### config.mk
export PLATFORM = sky130hd
export DESIGN_NAME = core_input_skew
export DESIGN_NICKNAME = d
export VERILOG_FILES = /design/src/rtl/core_pkg.sv /design/src/rtl/core_input_skew.sv
export SDC_FILE = /design/constraint.sdc
export NUM_CORES = 1
export LEC_CHECK = 0
export BUFFER_PORTS_ARGS = -buffer_cell sky130_fd_sc_hd__buf_2
export CAP_MARGIN = 20
export CORE_MARGIN = 3
export CORE_UTILIZATION = 40
export DETAILED_ROUTE_END_ITERATION = 8
export GPL_TIMING_DRIVEN = 1
export PLACE_DENSITY_LB_ADDON = 0.12
export RECOVER_POWER = 50
export SLEW_MARGIN = 20
export SYNTH_ARGS = -nofsm -noshare
export SYNTH_HDL_FRONTEND = slang
export SYNTH_SLANG_ARGS = --single-unit
export TNS_END_PERCENT = 50
### constraint.sdc
create_clock -name clk -period 8 [get_ports clk]
set_input_delay 0.4 -clock clk [delete_from_list [all_inputs] [get_ports clk]]
set_output_delay 0.4 -clock clk [all_outputs]
set_load 0.01 [all_outputs]
### src/rtl/core_pkg.sv
// core_pkg: shared types and sizing helpers for the core input skew stage.
package core_pkg;

    typedef enum logic [1:0] {IDLE, RUN, FIN} skew_state_t;

    // Wavefront counter must reach len+ROWS-1 at the largest len without wrapping.
    function automatic int skew_cnt_w(input int lenw, input int rows);
        return lenw + $clog2(rows) + 1;
    endfunction

    localparam int SKEW_CNT_W_DEFAULT = skew_cnt_w(16, 8);

endpackage

### src/rtl/core_input_skew.sv
// core_input_skew: pops per-row FIFOs and drives the systolic array rows with a
// triangular skew; any blocked active row or array stall freezes the whole wavefront.
module core_input_skew
    import core_pkg::*;
#(
    parameter int ROWS    = 8,
    parameter int INWIDTH = 8,
    parameter int LENW    = 16
) (
    input  logic                    clk,
    input  logic                    rstn,
    input  logic                    start,
    input  logic [LENW-1:0]         len,
    input  logic [ROWS-1:0]         buf_empty,
    input  logic [ROWS*INWIDTH-1:0] buf_dout,
    output logic [ROWS-1:0]         buf_read,
    input  logic                    arr_stall,
    output logic [ROWS*INWIDTH-1:0] arr_din,
    output logic [ROWS-1:0]         arr_valid,
    output logic                    busy,
    output logic                    done
);

    localparam int TW = skew_cnt_w(LENW, ROWS);

    skew_state_t             state_q, state_d;
    logic [TW-1:0]           t_q, t_d;
    logic [LENW-1:0]         len_q, len_d;
    logic [ROWS-1:0]         valid_q, valid_d;
    logic [ROWS*INWIDTH-1:0] din_q, din_d;
    logic [ROWS-1:0]         active;
    logic                    adv, go, last;

    // Row i is live on wavefront steps i .. i+len_q-1.
    for (genvar i = 0; i < ROWS; i++) begin : g_row
        assign active[i] = (t_q >= TW'(i)) && (t_q < TW'(i) + TW'(len_q));
        assign din_d[i*INWIDTH +: INWIDTH] = adv ? (active[i] ? buf_dout[i*INWIDTH +: INWIDTH] : '0)
                                                 : din_q[i*INWIDTH +: INWIDTH];
    end

    assign go      = (state_q == IDLE) && start && (len != '0);
    assign last    = t_q == TW'(len_q) + TW'(ROWS - 2);
    assign adv     = (state_q == RUN) && !arr_stall && ((active & buf_empty) == '0);
    assign valid_d = adv ? active : (arr_stall ? valid_q : '0);
    assign len_d   = go ? len : len_q;
    assign t_d     = go ? '0 : (adv ? t_q + TW'(1) : t_q);

    always_ff @(posedge clk or negedge rstn) begin
        if (!rstn) begin
            state_q <= IDLE;
            t_q     <= '0;
            len_q   <= '0;
            valid_q <= '0;
            din_q   <= '0;
        end else begin
            state_q <= state_d;
            t_q     <= t_d;
            len_q   <= len_d;
            valid_q <= valid_d;
            din_q   <= din_d;
        end
    end

    always_comb begin
        state_d = state_q;
        case (state_q)
            IDLE:    state_d = start ? ((len != '0) ? RUN : FIN) : IDLE;
            RUN:     state_d = (adv && last) ? FIN : RUN;
            FIN:     state_d = IDLE;
            default: state_d = IDLE;
        endcase
    end

    always_comb begin
        buf_read = adv ? active : '0;
        busy     = state_q != IDLE;
        done     = state_q == FIN;
    end

    assign arr_valid = valid_q;
    assign arr_din   = din_q;

endmodule

* Yosys cells after proc, flatten, opt, wreduce, memory -nomap -nowiden
Index checks and enable logic that the tools add are counted. W data, S select, Z words.
Storage, ports and cells: output and inout bits 82, word-level logic and storage cells 70, register bits after elaboration 110, input bits 92
Operators by class: equal/unequal tests 4, bitwise logic cells 1, reduce and logical (&&, ||, !) cells 19, $add $sub $neg 8, multiplexer cells 17, order comparisons 16
Operator list (number):
- $lt A20 B17 Y1 | 6
- $mux W8 | 11
- $ge A20 B3 Y1 const B | 4
- $add A3 B16 Y17 const A | 3
- $ge A20 B1 Y1 const B | 2
- $ge A20 B2 Y1 const B | 2
- $mux W20 | 2
- $add A2 B16 Y17 const A | 2
- $add A20 B1 Y20 const B | 1
- $eq A20 B17 Y1 | 1
- $lt A20 B16 Y1 | 1
- $lt A20 B20 Y1 | 1
- $add A1 B16 Y17 const A | 1
- $add A16 B3 Y17 const B | 1
- $reduce_bool A16 Y1 | 1
- $logic_and A1 B1 Y1 | 13
- $and A8 B8 Y8 | 1
- $logic_not A8 Y1 | 1
- $mux W2 | 3
- $pmux W2 S2 | 1
- $reduce_bool A2 Y1 | 2
- $eq A2 B1 Y1 const B | 1
- $eq A2 B2 Y1 const B | 1
- $logic_not A2 Y1 | 1
- 2 further kinds | 2

* Depth between registers and ports, before layout
Gate-level depths: netlist (run 1).
depth after elaboration 9, mapped depth 20, depth with buffers taken out 17

* Least setup slack after synthesis (run 1)
Ideal clock, no wire load.
kind register to output, start register len_q[6], end output buf_read[0], cell stages (with the launch flop) 18, path slack 2.881 ns, buffers on the path 2, arrival 4.719 ns, data required time 7.600 ns, cells stage by stage dfrtp_1 clkbuf_1 nand4_1 nor3_1 nand3_1 or3_1 nor2_1 xnor2_1 ha_1 a21o_1 a211o_1 a311o_1 a211oi_1 a221o_1 a2111oi_4 and3_1 clkbuf_1 and2_1
Between the ends: word-level cells in the longest chain between the ends 7, elaborated cells on any way between the ends 27, classes of those cells 7 x add/sub; 8 x order compare; 1 x mux; 1 x bitwise; 10 x reduce/logical
RTL lines:
- start: declaration | line core_input_skew.sv:28 | logic [LENW-1:0] len_q, len_d;
- start signal: assignment | line core_input_skew.sv:58 | len_q <= len_d;
- $add A1 B16 Y17, or another cell as far along | line core_input_skew.sv:36 | assign active[i] = (t_q >= TW'(i)) && (t_q < TW'(i) + TW'(len_q));
- $lt A20 B17 Y1 / $lt A20 B20 Y1 (equally long branches) | line core_input_skew.sv:36
- $logic_and A1 B1 Y1 | line core_input_skew.sv:36
- $and A8 B8 Y8 | line core_input_skew.sv:43 | assign adv = (state_q == RUN) && !arr_stall && ((active & buf_empty) == '0);
- $logic_not A8 Y1 | line core_input_skew.sv:43
- $logic_and A1 B1 Y1 | line core_input_skew.sv:43
- $mux W8 (*) | line core_input_skew.sv:75 | buf_read = adv ? active : '0;
- end: declaration | line core_input_skew.sv:16 | output logic [ROWS-1:0] buf_read,
Mark *: on every way between the ends. The rest lies on a longest branch, timed or not.

* Worst setup path after layout (run 1)
start register len_q[7], end output buf_read[7]
Same word-level chain as after synthesis.

==> impl_metrics.toml, run 1 <==
[sta]
finalSetupTns_ps = 0
fin_hold_ws_ps = 262
hold_viol_final = 0
layout_min_cycle_time_ps = 6190
min_period_over_period = 0.773
fmax_ghz = 0.162
skew_ps = 17.1
setup_viol = 0
relSlewSlack = -1.67
grt_setup_unrepaired = "no"
slew_violations = 113
layout_setup_ws_ps = 1810
tightest_slew_ps = 4000

[critical_path]
cp_max_fo = 11
cp.arrival_ps = 5790
cp.required_ps = 7600
cp-end-kind = "output pin"
path_class = "reg -> out"
start_kind = "register"

[finish]
layout_common_cells = "229 x nand2_1, 138 x ha_1, 110 x dfrtp_1, 105 x o21ai_0, 98 x buf_2"
fin_util = 0.471
num_antenna_cells = 0
drive_gt1_frac = 0.113
areaGrowthSynthToFinish_pct = 14.6
fin_area_um2 = 10300
layout_commonest_cell = "nand2_1"
finalNonFillerCells = 1523
final_nets = 1468
nFillCells = 2249

[place]
place.gp.congestion = 0.932
dp.cells = 1506
io_buffers = 173
hpwl_um = 22000
postPlaceCellArea_um2 = 10100
place_ws_ps = 1720

[clocking]
post_cts_resized = 0
holdBufCountCts = 0
clock_latency_ps = 360
cts_setup_buffers = 0
cts.clk_slew.worst_paths_ps = 90
cts_made_buffers = 9
cts_root_buffer = "clkbuf_16"
clock-sinks = 110
cts_tree = "done"
htree_levels = 3
cts_max_path_buffers = 2

[power]
pwr-share-clk = 0.145
switchingPower_mw = 1.58
leakagePower_nw = 4.76
p_sw_frac = 0.486
seqPwrFrac = 0.305
p_per_area_nw_per_um2 = 315
power.internal_mw = 1.67
finalPower_mw = 3.25
comb_power_share = 0.550
vdd_drop_max_mv = 0.165

[floorplan]
die-area_um2 = 24400
ios = 174
coreArea_um2 = 22000
die_h_um = 156
start_util = 0.411
num_rows = 54
die_w_um = 156

[route]
drtAntennaViolNets = 0
dr.first_iter.drc_count = 702
vias = 8376
via_per_inst = 5.50
route.detailed.drc = 0
wl_um = 29100
post_drt_wl_per_cell_um = 19.1
first_pass_iters = 6

[job]
cap_violations = 2

[synthesis]
ys_warn_count = 0
synth_area_um2 = 9020
synthArstFlopShare = 1.00
syn_inst = 1092
ys_types = 58
synth_edf_count = 0
ys_seq_area_frac = 0.305
synth-seq-cells = 110
synth_ff_type = "dfrtp_1"
synth_nets = 1322
syn_area_per_cell_um2 = 8.26

[global_route]
grt_pass1_vias = 7892
grt.total_usage = 0.236
grt_antenna_before_repair = 1
overflow = 0
grt_start_max_net_pins = 107
grt_pass1_wl_um = 45000

[worst_hold_path]
hp-class = "in -> reg"

[outcome]
violations = "max-capacitance violations, max-slew violations"
run_status = "finished, violations left"
==> cells by family (layout without fill, tap and decap cells) <==
family / after synthesis / in the layout / synth area share
buf+inv: 81 / 232 / 0.0365
flops: 110 / 110 / 0.305
simple gates: 431 / 431 / 0.218
xor+xnor: 95 / 95 / 0.0922
fa+ha+maj: 138 / 138 / 0.191
compound gates: 237 / 237 / 0.157
==> critical path, cell delays in order, from the launching register on <==
cell	delay, ps
dfrtp_1	640
nand4_1	440
nor3_1	440
nand3_1	310
or3_1	470
nor2_1	150
xnor2_1	80
ha_1	310
nand3_1	80
or3_1	380
nor4_1	360
a211oi_2	180
a221o_1	370
a2111oi_4	340
and3_1	470
and2_1	250
buf_2	150
==> routing by layer <==
metal  wire, um  vias to the layer above  track usage
met3       1690                       48       0.0433
met4        658                        2       0.0575
met1      13400                     3942        0.326
met2      13400                      252        0.385
met5          7                        -            0
li1           -                     4132            -
==> path summary, 6_finish.rpt <==
check | from | slack [ps] | cells past startpoint | endpoint
max | len_q[7]$_DFFE_PN0P_ | 1810 | 16 | buf_read[7]
min | len[8] | 260 | 3 | len_q[8]$_DFFE_PN0P_
max reg2reg | len_q[7]$_DFFE_PN0P_ | 2010 | 17 | t_q[7]$_DFFE_PN0P_
min reg2reg | arr_din[32]$_DFFE_PN0N_ | 480 | 2 | arr_din[32]$_DFFE_PN0N_
max in group asynchronous | rstn | 2580 | 2 | len_q[5]$_DFFE_PN0P_
min in group asynchronous | rstn | 690 | 1 | arr_din[35]$_DFFE_PN0N_
==> cell type report <==
class	instances	area, um^2	area share
clock buffers	10	239	0.0231
clock inverters	6	62.6	0.00605
inverters	35	131	0.0127
multi-input cells	901	5960	0.576
flip-flops and latches	110	2750	0.266
well taps	280	350	0.0339
repair buffers	181	848	0.0820
==> power groups by stage <==
stage                     Sequential [mW]  Combinational, mW  Clock [mW]
after floorplan                     0.938               1.25           0
after global placement              0.993               1.79           0
after global routing                 1.02               2.03       0.499
after CTS                           0.983               1.83       0.484
after detailed placement            0.991               1.82           0
final                               0.991               1.79       0.473
==> cells in the mapped netlist (9+ instances only) <==
library cell  count  area, um^2
nand2_1         229         860
nor2_1           66         248
o21ai_0         105         526
xnor2_1          92         806
nand3_1          29         145
ha_1            138        1730
o211ai_1          9        67.6
and2_1           10        62.6
nor3_1           16        80.1
clkbuf_1         38         143
nand4_1          23         144
inv_1            29         109
dfrtp_1         110        2750
a21oi_1          61         305
a21o_1           15         113
nor4_1           11        68.8
==> registers in the layout, summed over array words and instances (netlist names) <==
signal,count
arr_valid,8
arr_din,64
t_q,20
state_q,2
len_q,16
Note: power is estimated with default switching activity, not from simulation.
==> run 2, diff against run 1 <==
==> constraint.sdc (replaced) <==
create_clock -name clk -period 5.95 [get_ports clk]
set_input_delay 0.2975 -clock clk [delete_from_list [all_inputs] [get_ports clk]]
set_output_delay 0.2975 -clock clk [all_outputs]
set_load 0.01 [all_outputs]
==> run 2 against run 1 <==
  * The run still ends with max-capacitance violations, max-slew violations left
  * Global-route usage grew 0.67 points
  * Combinational power is 41% higher
  * Highest routed layer is now met4
  * Worst hold slack worse by 110 ps
  * Design area rose by 1.2%
==> impl_metrics.toml, run 2 (synthesis gave the netlist of run 1 again) <==
[place]
postPlaceCellArea_um2 = 10200
dp.cells = 1524
place_ws_ps = 557
hpwl_um = 22800
place.gp.congestion = 0.901
io_buffers = 173

[finish]
num_antenna_cells = 0
fin_util = 0.476
nFillCells = 2290
fin_area_um2 = 10500
drive_gt1_frac = 0.125
largest_reg_flops = 64
final_nets = 1486
areaGrowthSynthToFinish_pct = 16.0
finalNonFillerCells = 1541
layout_common_cells = "229 x nand2_1, 138 x ha_1, 110 x dfrtp_1, 105 x o21ai_0, 98 x buf_2"
layout_commonest_cell = "nand2_1"
multiInputGateArea_um2 = 5960
seqCellArea_um2 = 2750

[sta]
hold_viol_final = 0
slew_violations = 162
relSlewSlack = -0.645
min_period_over_period = 0.944
finalSetupTns_ps = 0
fin_hold_ws_ps = 149
layout_min_cycle_time_ps = 5610
setup_viol = 0
fmax_ghz = 0.178
tightest_slew_ps = 2470
grt_setup_unrepaired = "no"
skew_ps = 12.8
layout_setup_ws_ps = 335

[critical_path]
cp-end-kind = "output pin"
rr_endpoint = "t_q[3]$_DFFE_PN0P_"
r2r_setup_slack_ps = 490
r2r-start = "len_q[1]$_DFFE_PN0P_"
path_class = "reg -> out"
cp_max_fo = 11
reg2regPathDepth = 17
cp.arrival_ps = 5320
start_kind = "register"
cp.required_ps = 5650

[route]
route.detailed.drc = 0
post_drt_wl_per_cell_um = 19.4
first_pass_iters = 5
wl_um = 29900
via_per_inst = 5.40
drtAntennaViolNets = 0
dr.first_iter.drc_count = 613
vias = 8318

[global_route]
grt_pass1_vias = 8029
grt_start_max_net_pins = 72
grt_pass1_wl_um = 46000
grt.total_usage = 0.243
overflow = 0
grt_antenna_before_repair = 0

[power]
finalPower_mw = 4.44
p_per_area_nw_per_um2 = 424
leakagePower_nw = 4.84
vdd_drop_max_mv = 0.242

[floorplan]
die_w_um = 156
start_util = 0.411
die_h_um = 156
die-area_um2 = 24400
coreArea_um2 = 22000
ios = 174
num_rows = 54

[job]
cap_violations = 3

[worst_hold_path]
whs_endpoint = "len_q[0]$_DFFE_PN0P_"
hp-class = "in -> reg"
hold_start = "len[0]"
hold_depth = 3

[clocking]
cts_root_buffer = "clkbuf_16"
cts_made_buffers = 9
clock_latency_ps = 370
cts.clk_slew.worst_paths_ps = 90
post_cts_resized = 0
htree_levels = 3
clock-sinks = 110
cts_tree = "done"
cts_max_path_buffers = 2

[outcome]
run_status = "finished, violations left"
violations = "max-capacitance violations, max-slew violations"
run 2: timing repair:
action,4_1_cts,5_1_grt
setup buffers,0,0
hold buffers,1,0
endpoints found under the hold margin,39,0
run 2: how the worst max path moves through the flow:
| stage | startpoint | end | depth (start not counted) |
|---|---|---|---|
| floorplan | len_q[6]$_DFFE_PN0P_ | buf_read[0] | 17 |
| global placement | len_q[1]$_DFFE_PN0P_ | t_q[3]$_DFFE_PN0P_ | 17 |
| detailed placement | len_q[1]$_DFFE_PN0P_ | t_q[3]$_DFFE_PN0P_ | 17 |
| CTS | len_q[1]$_DFFE_PN0P_ | buf_read[7] | 16 |
| global route | len_q[1]$_DFFE_PN0P_ | buf_read[7] | 16 |
| finish | len_q[1]$_DFFE_PN0P_ | buf_read[7] | 16 |
run 2: area by class of cell:
class	instances	share of cell area
inverters	35	0.0126
multi-input cells	901	0.569
clock buffers	9	0.0215
clock inverters	7	0.00777
well taps	280	0.0335
flip-flops and latches	110	0.263
repair buffers	199	0.0921
run 2: power by group:
part | total, mW | leakage [nW] | switching (mW) | internal (mW)
clock | 0.646 | 0.150 | 0.342 | 0.303
combinational | 2.52 | 3.24 | 1.54 | 0.982
sequential | 1.27 | 1.45 | 0.271 | 0.995
run 2: worst max-delay path, stage by stage (launching register included):
cell and delay [ps]:
dfrtp_1 650, ha_1 350, nand3_1 380, nor2_1 340
nand2_1 130, nor2_1 150, xnor2_1 80, ha_1 310
nand3_1 140, nor4_2 300, o311ai_1 160, and3_1 350
a211o_1 390, a2111oi_4 420, and3_1 440, and2_1 220
buf_2 140
run 2: routing by layer:
layer / GRT usage / part of all wire / vias up
met1: 0.343 / 0.47 / 3922
li1: - / - / 4158
met2: 0.392 / 0.46 / 208
met4: 0.0613 / 0.021 / 0
met5: 0 / 0 / -
met3: 0.0350 / 0.047 / 30
